`src/rtl/noise.sv`:
```
// RP2A03-style APU noise channel: 15-bit LFSR gated by envelope and length counter.
// Optional short (93-step) LFSR mode is compiled in by defining NOISE_SHORT_MODE_EN.
module noise #(
  parameter logic [14:0] LFSR_SEED = 15'h0001
) (
  input  logic       clk,
  input  logic       reset,
  input  logic       enable_240hz,
  input  logic       enable_120hz,
  input  logic [7:0] reg_400C,
  input  logic [7:0] reg_400E,
  input  logic [7:0] reg_400F,
  input  logic       reg_change,
  output logic [3:0] noise_out
);

  localparam int unsigned LFSR_W  = 15;
  localparam int unsigned TIMER_W = 12;
  localparam int unsigned LEN_W   = 8;
  localparam int unsigned VOL_W   = 4;

  localparam logic [TIMER_W-1:0] PERIOD_LUT [16] = '{
    12'd4,   12'd8,   12'd16,  12'd32,  12'd64,   12'd96,   12'd128,  12'd160,
    12'd202, 12'd254, 12'd380, 12'd508, 12'd762,  12'd1016, 12'd2034, 12'd4068
  };

  localparam logic [LEN_W-1:0] LEN_LUT [32] = '{
    8'd10, 8'd254, 8'd20, 8'd2,  8'd40, 8'd4,  8'd80, 8'd6,
    8'd160, 8'd8,  8'd60, 8'd10, 8'd14, 8'd12, 8'd26, 8'd14,
    8'd12, 8'd16,  8'd24, 8'd18, 8'd48, 8'd20, 8'd96, 8'd22,
    8'd192, 8'd24, 8'd72, 8'd26, 8'd16, 8'd28, 8'd32, 8'd30
  };

  logic [LFSR_W-1:0]  lfsr_q,    lfsr_d;
  logic [TIMER_W-1:0] timer_q,   timer_d;
  logic [LEN_W-1:0]   length_q,  length_d;
  logic [VOL_W-1:0]   decay_q,   decay_d;
  logic [VOL_W-1:0]   divider_q, divider_d;
  logic               start_q,   start_d;
  logic [VOL_W-1:0]   noise_q,   noise_d;

  logic               halt_loop;
  logic               const_vol;
  logic [VOL_W-1:0]   volume;
  logic               short_mode;
  logic               lfsr_fb;
  logic               unused_reg_bits;

  assign halt_loop = reg_400C[5];
  assign const_vol = reg_400C[4];
  assign volume    = reg_400C[3:0];

`ifdef NOISE_SHORT_MODE_EN
  assign short_mode      = reg_400E[7];
  assign unused_reg_bits = ^{reg_400C[7:6], reg_400E[6:4], reg_400F[2:0]};
`else
  assign short_mode      = 1'b0;
  assign unused_reg_bits = ^{reg_400C[7:6], reg_400E[7:4], reg_400F[2:0]};
`endif

  assign lfsr_fb = lfsr_q[0] ^ (short_mode ? lfsr_q[6] : lfsr_q[1]);

  // Next-state logic for timer/LFSR, length counter, envelope and output sample
  always_comb begin
    timer_d   = timer_q;
    lfsr_d    = lfsr_q;
    length_d  = length_q;
    decay_d   = decay_q;
    divider_d = divider_q;
    start_d   = start_q;
    noise_d   = noise_q;

    // Period index is sampled only on reload, so a new P waits for the current count
    if (timer_q == '0) begin
      timer_d = PERIOD_LUT[reg_400E[3:0]] - TIMER_W'(1);
      lfsr_d  = {lfsr_fb, lfsr_q[LFSR_W-1:1]};
    end else begin
      timer_d = timer_q - TIMER_W'(1);
    end

    if (reg_change) begin
      length_d = LEN_LUT[reg_400F[7:3]];
    end else if (enable_120hz && !halt_loop && (length_q != '0)) begin
      length_d = length_q - LEN_W'(1);
    end

    if (enable_240hz) begin
      if (start_q) begin
        start_d   = 1'b0;
        decay_d   = VOL_W'(15);
        divider_d = volume;
      end else if (divider_q == '0) begin
        divider_d = volume;
        if (decay_q != '0) begin
          decay_d = decay_q - VOL_W'(1);
        end else if (halt_loop) begin
          decay_d = VOL_W'(15);
        end
      end else begin
        divider_d = divider_q - VOL_W'(1);
      end
    end

    // A write restarts the envelope after any same-cycle tick has used the old flag
    if (reg_change) begin
      start_d = 1'b1;
    end

    if (lfsr_q[0] || (length_q == '0)) begin
      noise_d = '0;
    end else begin
      noise_d = const_vol ? volume : decay_q;
    end
  end

  always_ff @(posedge clk or posedge reset) begin
    if (reset) begin
      lfsr_q    <= LFSR_SEED;
      timer_q   <= '0;
      length_q  <= '0;
      decay_q   <= '0;
      divider_q <= '0;
      start_q   <= 1'b0;
      noise_q   <= '0;
    end else begin
      lfsr_q    <= lfsr_d;
      timer_q   <= timer_d;
      length_q  <= length_d;
      decay_q   <= decay_d;
      divider_q <= divider_d;
      start_q   <= start_d;
      noise_q   <= noise_d;
    end
  end

  assign noise_out = noise_q;

endmodule
```
`config.mk`:
```
export PLATFORM = sky130hd
export DESIGN_NAME = noise
export DESIGN_NICKNAME = d
export VERILOG_FILES = /design/src/rtl/noise.sv
export SDC_FILE = /design/constraint.sdc
export NUM_CORES = 1
export LEC_CHECK = 0
export ABC_AREA = 1
export CAP_MARGIN = 10
export CORE_AREA = 2 2 81 83
export DETAILED_ROUTE_END_ITERATION = 12
export DIE_AREA = 0 0 83 85
export GPL_TIMING_DRIVEN = 0
export HOLD_SLACK_MARGIN = 0.12
export PLACE_DENSITY = 0.71
export SYNTH_ARGS = -nofsm -noshare
export SYNTH_HDL_FRONTEND = slang
export SYNTH_SLANG_ARGS = --single-unit
```
`constraint.sdc`:
```
create_clock -name clk -period 2.4 [get_ports clk]
set_clock_uncertainty 0.15 [all_clocks]
set_input_delay 0.48 -clock clk [delete_from_list [all_inputs] [get_ports clk]]
set_output_delay 0.48 -clock clk [all_outputs]
set_load 0.02 [all_outputs]
```
* Word-level counts from Yosys, hierarchy flattened
Memories as Yosys holds them, arrays and structs flattened.
Index checks and enable logic that the tools add are counted.
** Operators by class
- Bitwise gates (word level) :: 3
- Reduce and logical (&&, ||, !) cells :: 14
- Multiplexer cells :: 17
- Order comparisons :: 2
- $add $sub $neg :: 5
** Operator list (count)
- 2-to-1 mux 12 bit :: 3
- 2-to-1 mux 4 bit :: 8
- 2-to-1 mux 8 bit :: 4
- subtractor 12 x 1 -> 12 bit, second input constant :: 2
- logical NOT 12 bit :: 1
- logical NOT 8 bit :: 1
- nonzero test 8 bit :: 1
- subtractor 4 x 1 -> 4 bit, second input constant :: 2
- subtractor 8 x 1 -> 8 bit, second input constant :: 1
- >= comparator 6 bit, second input constant :: 1
- NOT 5 -> 6 bit :: 1
- nonzero test 2 bit :: 3
- >= comparator 5 bit, second input constant :: 1
- NOT 4 -> 5 bit :: 1
- logical NOT 4 bit :: 1
- nonzero test 4 bit :: 1
- AND reduction 3 bit :: 1
- nonzero test 3 bit :: 1
- logical AND 1 bit :: 2
- 2-to-1 mux 1 bit :: 2
- logical NOT 1 bit :: 1
- logical OR 1 bit :: 1
- bitwise XOR 1 bit :: 1
** Word-level totals
- Output and inout bits :: 4
- Logic and storage cells :: 50
- Memory bits (read-only) :: 448
- Memories :: 2
- Input port bits :: 29
- Register bits after elaboration :: 48
** Memories
- (no name shown) :: words 32, bits a word 8, read ports 1, clocked after Yosys merged registers in 0, write ports 0, line 82 : length_d = LEN_LUT[reg_400F[7:3]];
- (no name shown) :: words 16, bits a word 12, read ports 1, clocked after Yosys merged registers in 0, write ports 0, line 75 : timer_d = PERIOD_LUT[reg_400E[3:0]] - TIMER_W'(1);

* Logic depth before layout (Yosys ltp)
- Depth in word-level cells :: 6
- Depth in mapped cells :: 13
- Depth with buffers taken out :: 12

* Worst setup path before layout
OpenSTA, ideal clock, no wires.
- Path kind :: in2reg
- Start :: input reg_400E[3]
- End :: register timer_q[6]
- Setup slack :: 0.493 ns
- Data required time :: 2.128 ns
- Buffers on the path :: 1
- Cell stages on the path :: 11
- Arrival time :: 1.635 ns
- Library setup time :: 0.122 ns
- Cells stage by stage :: buf_2 -> nand2_1 -> o21ai_0 -> nand3_1 -> nand2_1 -> inv_1 -> ha_1 -> nand3_1 -> nor2_2 -> nand2_1 -> xor2_1
** Between the ends
- Cells in the longest elaborated chain, start to end :: 6
** RTL lines
- start, declared :: line 11 : input logic [7:0] reg_400E,
- NOT 4 -> 5 bit (implied by the code) :: line 75
- memory (16 x 12 bit)
- 2-to-1 mux 12 bit (implied by the code) (2 in series) :: line 75
- subtractor 12 x 1 -> 12 bit :: line 75
- 2-to-1 mux 12 bit :: line 74 : if (timer_q == '0) begin
- net timer_d[6] :: line 35 : logic [TIMER_W-1:0] timer_q, timer_d;
- end signal, assigned :: line 127 : timer_q <= timer_d;
- end, declared :: line 35
The timed path passes the listed nets, and every way through them passes these cells. The select of a mux whose other input is x is not followed.
A chain may end at the register's enable or synchronous reset.

* Worst setup path in the final report
- Start :: input reg_400E[1]
- End :: register timer_q[6]
The elaborated chain is that of the path after synthesis.

==> results list <==
- Entering global routing, the biggest net connects 43 pins.
- Area contributors post-synth: dfrtp_1 39%, nand2_1 16%, nand3_1 5.9%, inv_1 5.9%, o21ai_0 4.8%
* Global-route met3 utilization: 0.0243
- Hold Crit Class: input port to asynchronous set/reset pin
* Later-pin clock latency in the skew report: ~0.30 ns
- Clock tree buffer depth: 2
- Of the total power, the clock network draws 0.275.
* Number of diodes added for antenna fixing: 0
- Setup slack, reg-to-reg: 0.37 ns
* Net switching fraction of the power: 0.312
* Yosys warning total: 0
- Summed over all nets, the switching power comes to around 0.00056 W.
- Hold buffers post-CTS: 0
- Once detail routing completed, the nets flagged for antenna violations numbered 0.
* # DRC: 0
- Worst path required time: roughly 2.4 ns
* Number of distinct library cell variants in the gate-level netlist after synthesis: 39
* Synthesis-to-finish area growth: 13.2%
- Final hold violation count: 0
- After routing, the total negative slack on setup checks comes to 0 ns.
- Total of flip-flops plus latches after synthesis: 48
* Initial antenna violation count: 0
- The worst path meets setup with roughly 0.23 ns of slack.
- IO Count: 33
- Number of sinks driven by the clock tree: 48
- The number of global-route vias before repair came to between 2,000 and 3,000.
- Nets@finish: a little under 500
- Core Footprint: around 6200 um2
- Endpoints failing setup: 0
- The floorplan has 29 rows.
* Unrepaired setup endpoints after global routing: false
- TritonCTS built the clock tree.
- In the layout the commonest cells are 127 x nand2_1, 47 x inv_1, 47 x dfrtp_1, 36 x nor2_1, 36 x nand3_1.
* Number of violations reported at the end of detailed-routing iteration 0: around 110
- In the global route stage, met2 resource usage came out at 0.324.
- Fraction of synthesized cell area taken by the top area cell type: 0.388
- Clock buffer count from CTS: 5
* Initial Utilization: 0.489
- Vias per inst: approximately 5.2
* Sequential cell area fraction in the yosys report: 0.396
* Number of optimization iterations in the first detailed-route pass: 5
- Layer with the highest usage after global routing: met2
- Dividing the final minimum period by the clock period gives 0.906.
- Pwr per Cell Area: roughly 520 nW/um2
- Most frequent standard cell in the layout excluding fill and tap cells: nand2_1
- Netlist Area Pre-Place: approximately 3000 um2
- For this run, the total global-route usage over all layers was measured as 0.189.
* Maximum fanout encountered on the critical timing path: 6
- The final route contains between 2,000 and 3,000 vias.
- Crit Path Category: input port to register
- STA classifies the critical path startpoint as an input port.
- Hold timing on the final database bottoms out at a slack of 0.236 ns.
* Area leader, netlist: dfrtp_1
- Internal power: about 0.0012 W
- Largest voltage drop on the vdd net: about 300 uV
- Wirelength, routed: 6.11 mm
- Post-CTS repair changed the size of 0 cells.
- The congestion estimate from routability-driven global placement came to 0.908.
* Post-route minimum period: about 2.2 ns
- After clock tree synthesis, the clock-pin slew on the worst setup and hold paths is about 0.09 ns.
* Post-Synthesis Mean Instance Area: about 7.2 um2
- The worst pin sits at a relative slew slack of 0.611.
- The die covers between 7000 and 8000 um2.
- The share of total power dissipated in sequential elements is 0.509.
- Timing would allow up to ~460 MHz.
- Horiz. Die Dim: just over 80 um
* Root buf cell: clkbuf_8
- For this run, global-route usage on met1 was measured as 0.247.
- The final max-slew violation count was 0.
* Post-synthesis net count: 460
- Once detailed placement completed, the half-perimeter wirelength came to 4.73 mm.
- CTS H-tree lvls: 2
* Combinational power share: 0.215
* Global-route wire length before repair: about 11 mm
- In this run the vertical extent of the chip is about 85 um.
* Wire length per cell after detailed routing: 11.6 um
- The flow ran to the end, and the final reports show no timing, DRC or antenna violations.
- At the worst endpoint, the arrival time is about 2.2 ns.
- Pin slew with the least headroom to its limit: about 0.58 ns
- The analysis attributes to cell leakage a power of between 1.5 and 2 nW.
* Number of post-CTS setup repair buffers: 0
- Gate count after technology mapping: 420
- The tool flagged a number of max-cap violations equal to 0.
- Crit end category: register
* Worst slack at placement: -0.0949 ns
- Total of buffers placed on input and output ports: 19
* Residual overflow from global routing: 0
- In the final layout, the share of cells above drive strength 1 is 0.0893.
[cells in the mapped netlist]
cell type and instances:
o21bai_1 1, buf_4 2, o211ai_1 3, nor2_2 5, xor2_1 7, a221oi_1 1, ha_1 11, nor3_1 3
o311ai_0 3, nand2_4 2, o21ai_2 1, o221ai_1 2, or2_2 1, nor3b_1 1, nand3_1 36, xnor2_1 1
buf_1 1, o21ai_1 1, nand2_2 4, a211oi_1 1, a31oi_1 2, o21ai_0 29, nand2_1 127, buf_6 1
nor2_4 2, nor4_1 1, dfrtp_1 47, buf_2 4, nor2_8 1, nand3_2 1, inv_2 4, o22ai_1 1
a21oi_1 14, nand4_1 10, inv_1 48, dfstp_2 1, and2_4 1, clkbuf_1 3, nor2_1 36
[power groups by stage]
stage          Sequential, W  Combinational (W)  Clock [W]
6_report            0.000910           0.000385   0.000492
3_5_place_dp        0.000925           0.000383          0
2_1_floorplan       0.000933           0.000249          0
4_1_cts             0.000911           0.000386   0.000513
5_1_grt             0.000920           0.000443   0.000543
3_3_place_gp        0.000925           0.000373          0
[stage by stage]
step	area, um2	power, W	utilization	cells
final	3430	0.00179	0.553	525
after global routing	3430	0.00191	0.553	525
after CTS	3430	0.00181	0.553	525
after detailed placement	3340	0.00131	0.538	517
after global placement	3320	0.00130	0.535	516
after floorplan	3030	0.00118	-	420
[kinds of logic after synthesis]
group / Yosys count / synth area share
AOI/OAI and AO/OA: 59 / 0.111
xor gates and xnor gates: 8 / 0.0231
adders and majority gates: 11 / 0.0454
buffers and inverters: 63 / 0.0845
DFF: 48 / 0.396
and+or+nand+nor: 231 / 0.339
[layout make-up]
type,count,area [um2]
fill,597,2770
multi-input combinational,309,1580
sequential,48,1200
timing repair buffer,20,210
inverter,52,195
tap,77,96.3
clock buffer,5,68.8
buffer,11,61.3
clock inverter,3,23.8
[per-layer routing]
metal  part of all wire  vias up
met5                  0        -
met4              0.015        0
met3              0.032        8
met2               0.48       48
met1               0.47     1247
li1                   -     1410
[final timing paths]
kind,startpoint,to,cells after the start
worst min register to register,lfsr_q[2],lfsr_q[1],2
min in group clk,lfsr_q[2],lfsr_q[1],2
worst min-delay path,reset,length_q[4],2
max in group asynchronous,reset,lfsr_q[0],3
worst max-delay path,reg_400E[1],timer_q[6],12
worst max register to register,timer_q[4],timer_q[6],12
[critical path, stage by stage]
cell and delay [ns]:
clkdlybuf4s50_1 0.49, nor2_2 0.07, nand2_1 0.05, o21ai_0 0.07, nand3_1 0.11, nand2_1 0.07, inv_1 0.06, ha_1 0.17
nand3_1 0.10, nor2_2 0.27, nand2_1 0.11, xor2_1 0.16
[sequential cells by signal, summed over array words and instances (netlist names)]
| signal | cells |
|---|---|
| noise_out | 4 |
| lfsr_q | 15 |
| timer_q | 12 |
| decay_q | 4 |
| divider_q | 4 |
| length_q | 8 |
| start_q | 1 |
(Power assumes the default switching activity.)
==> variant 1 (same settings) <==
Reset style: synchronous (`reset`), changed in one clocked block.
--- a/src/rtl/noise.sv
+++ b/src/rtl/noise.sv
@@ -114,5 +114,5 @@
   end
 
-  always_ff @(posedge clk or posedge reset) begin
+  always_ff @(posedge clk) begin
     if (reset) begin
       lfsr_q    <= LFSR_SEED;
Formal check against the unedited RTL: differs if reset is asserted again (counterexample within 4 cycles, from zero or initial values and one cycle with reset high); with reset held inactive, the same outputs for 10 cycles.
==> variant 1 against the unedited design <==
Synthesized area fell by 3.0%; worst setup slack got worse by 13 ps; maximum frequency fell by 0.59%; wire length rose by 7.4%; cell area fell by 3.3%; sequential cell count did not move.
Power is not compared: it rests on default switching activity, and its combinational part moved more than twofold at a synthesized area within 25%.
==> variant 1: results (changes against the unedited design) <==
routing:
  dr.pass1.iters: 4  # -1
  dr_wl_met3_um: 184  # -6.1%
  routed_via_density: 5.26  # +1.7%
  wl_per_cell_um: 12.3  # +5.4%
  met1_length_mm: 3.01  # +4.9%
setup_path:
  cpPeakStageDelay_ps: 510  # +20 ps
  path_max_fanout: 5  # -1
  r2r_end: "timer_q[4]"
  regToRegSetupSlack_ps: 470  # +100 ps
  crit_family: "buffers and inverters"
global_routing:
  grt_max_degree: 15  # -65%
  grt_pass1_wl_mm: 11.5  # +2.6%
  grt_pass1_vias: 2684  # +1.9%
  grt_usage: 0.195  # +0.00560
logic_synthesis:
  syn-num-nets: 473  # +2.8%
  synth_area_leaders: "dfxtp_1 33%, nand2_1 9.1%, nor2_1 7.6%"
  synthArstFlopShare: 0  # -1.00
  synthTopCellsByCount: "71 x nand2_1, 60 x nor2_1, 51 x inv_1"
  synth_cell_types: 35  # -10%
  ys_seq_area_frac: 0.326  # -0.0699
placed_design:
  dp_hpwl_mm: 5.04  # +6.5%
  dp_slack_ps: -254  # -159 ps
status:
  status: "complete, no violations"
timing:
  slew_headroom: 0.658  # +0.0467
final_layout:
  nFillCells: 616  # +3.2%
  finish.net_count: 497  # +2.1%
worst_hold_path:
  hold_class: "flip-flop to flip-flop"
-- variant 1: cell count changes in the layout (fill, tap and decap cells not counted), moves of 12 or more --
cell,delta
a21oi_1,+12
dfrtp_1,-47
dfxtp_1,+48
nand2_1,-56
nor2_1,+24
o21ai_0,+12
-- variant 1: power breakdown --
| group | leakage [uW] | switching [uW] | total, uW | internal [uW] |
|---|---|---|---|---|
| logic | 0.00103 | 939 | 1460 | 517 |
| registers | 0.000394 | 108 | 1100 | 992 |
| clock network | 0.0000552 | 264 | 573 | 309 |
-- variant 1: metal layers --
layer  GRT usage  vias to the layer above
met1       0.227                     1292
met4      0.0805                        0
li1            -                     1468
met2       0.350                       47
met5           0                        -
met3      0.0389                        6
-- variant 1: worst max path at each step --
stage,start,end,slack [ps],depth (start not counted)
finish,reg_400E[1],timer_q[4],210,13
global placement,reg_400E[2],timer_q[4],-190,13
detailed placement,reg_400E[2],timer_q[4],-250,13
CTS,reg_400E[2],timer_q[4],70,13
global route,reg_400E[1],timer_q[4],50,13
floorplan,reg_400E[3],timer_q[10],490,14
-- variant 1: logic make-up after synthesis --
group,count (synthesis),share of synthesized area
compound gates,97,0.189
xor+xnor,5,0.0149
buf+inv,71,0.0977
simple gates,201,0.325
fa+ha+maj,11,0.0467
flops,48,0.326
-- variant 1: worst register-to-register path, stage by stage (launching register included) --
cell     delay, ps
dfxtp_1        360
nor2_1          60
nand2_1        160
nor2_8          70
nand3_1        100
nand2_1         60
inv_1           50
ha_1           140
inv_1           60
nor2_2         220
inv_1          100
o21ai_0        190
a21oi_1         90
-- variant 1: timing repair --
item,in CTS,in global routing
endpoints found under the hold margin,0,0
endpoints found under the setup margin,0,4
hold buffers,0,0
resized for setup,0,1
-- variant 1: cell type report --
cell class | instances | share of cell area
buffer | 15 | 0.0234
clock buffer | 6 | 0.0219
clock inverter | 2 | 0.0106
inverter | 56 | 0.0633
multi-input combinational | 314 | 0.511
sequential | 48 | 0.289
tap | 77 | 0.0290
timing repair buffer | 17 | 0.0520
-- variant 1: metrics by stage --
step | instances | instance area (um2) | total power, uW | setup TNS [ps]
5_1_grt | 535 | 3320 | 3410 | 0
4_1_cts | 535 | 3320 | 3150 | 0
2_1_floorplan | 433 | 2940 | 2280 | 0
3_3_place_gp | 527 | 3210 | 2520 | -782
6_report | 535 | 3320 | 3130 | 0
3_5_place_dp | 527 | 3210 | 2570 | -1100
==> variant 2 (same flow settings) <==
Without the edit above. Add a define of `NOISE_SHORT_MODE_EN`.
--- a/src/rtl/noise.sv
+++ b/src/rtl/noise.sv
@@ -1,4 +1,6 @@
 // RP2A03-style APU noise channel: 15-bit LFSR gated by envelope and length counter.
 // Optional short (93-step) LFSR mode is compiled in by defining NOISE_SHORT_MODE_EN.
+`define NOISE_SHORT_MODE_EN
+
 module noise #(
   parameter logic [14:0] LFSR_SEED = 15'h0001
Behaviour: same outputs for any inputs over 10 cycles, from zero or initial values and one cycle with reset high; that may be too few to reach the edited logic, so the function may still have changed.
==> variant 2 against the unedited design <==
Count of clock-buffer cells in the layout stayed put; worst setup slack better by 5.7 ps; cell count grew 0.95%; critical endpoint is now length_q[2]; cell area up 4.0%; worst hold slack improved by 76 ps; synthesized area grew 2.7%; total power up 17%; wire length increased by 3.3%; first-iteration DRC count grew 7.1%; global-route usage down 0.11 points; sequential cell count unchanged.
==> variant 2: results (changes against the unedited design) <==
routing:
  met1_length_mm: 3.03  # +5.4%
  dr.pass1.iters: 4  # -1
  dr_wl_met3_um: 161  # -18%
  routed-wl-met2_mm: 3.08  # +4.4%
  drt_iter0_drc: 120  # +7.1%
  routed_via_density: 5.11  # -1.2%
  drt-total-wl_mm: 6.31  # +3.3%
logic_synthesis:
  synthTopCellsByCount: "122 x nand2_1, 53 x inv_1, 47 x dfrtp_1"
  synth_cell_types: 42  # +7.7%
  ys_seq_area_frac: 0.386  # -0.0105
  syn-num-nets: 466  # +1.3%
placed_design:
  port_buffers: 18  # -1
  placed_cell_area_mm2: 0.00341  # +2.2%
setup_path:
  worstRegToRegCells: 11  # -1
  r2r-start: "timer_q[11]"
  path_max_fanout: 7  # +1
  regToRegSetupSlack_ps: 410  # +40 ps
  worstSetupStartpoint: "reg_400F[3]"
global_routing:
  grt_pass1_vias: 2546  # -3.3%
  grt_pass1_wl_mm: 11.0  # -1.5%
final_layout:
  nFillCells: 575  # -3.7%
  drive_above_1_share: 0.121  # +0.0321
  finish.net_count: 492  # +1.0%
power:
  p_leak_uw: 0.00181  # +5.3%
  irDropWorstVdd_mv: 0.429  # +46%
status:
  status: "complete, no violations"
-- variant 2: layout make-up --
type                       instances  share of cell area
tap                               77              0.0270
timing repair buffer              19              0.0560
clock inverter                     3              0.0252
clock buffer                       5              0.0193
buffer                            12              0.0193
multi-input combinational        308               0.456
sequential                        48               0.337
inverter                          58              0.0609
-- variant 2: kinds of logic after synthesis --
| logic type | share of synthesized area |
|---|---|
| xor gates and xnor gates | 0.0197 |
| buffers and inverters | 0.0919 |
| DFF | 0.386 |
| and+or+nand+nor | 0.341 |
| AOI/OAI and AO/OA | 0.118 |
| adders and majority gates | 0.0442 |
-- variant 2: worst min path at each step --
stage / cells after the start / slack (ps) / end
after detailed placement: 2 / 310 / lfsr_q[13]
after floorplan: 2 / 290 / lfsr_q[10]
after CTS: 2 / 330 / lfsr_q[5]
after global routing: 2 / 340 / lfsr_q[6]
final: 2 / 310 / lfsr_q[4]
after global placement: 2 / 300 / lfsr_q[13]
-- variant 2: per-layer routing --
layer / track usage / vias to the layer above
li1: - / 1419
met1: 0.242 / 1242
met2: 0.329 / 41
met3: 0.0360 / 4
met4: 0.0462 / 0
met5: 0 / -
-- variant 2: per-stage QoR --
| step | instances | util | power, uW |
|---|---|---|---|
| floorplan | 426 | - | 1190 |
| global route | 530 | 0.576 | 2220 |
| global placement | 521 | 0.547 | 1300 |
| CTS | 530 | 0.576 | 2120 |
| detailed placement | 522 | 0.550 | 1320 |
| finish | 530 | 0.576 | 2100 |
-- variant 2: power by group --
| part | switching (uW) | leakage [uW] | internal (uW) |
|---|---|---|---|
| clock | 275 | 0.0000784 | 521 |
| combinational | 239 | 0.00116 | 152 |
| sequential | 37.9 | 0.000575 | 873 |
-- variant 2: critical path, stage by stage --
cell and delay [ps]:
clkdlybuf4s50_1 590, inv_1 180, ha_1 230, or2_2 290, o21ai_0 80, nand3_1 90, o211ai_1 100, nor2_1 70
o22ai_1 120
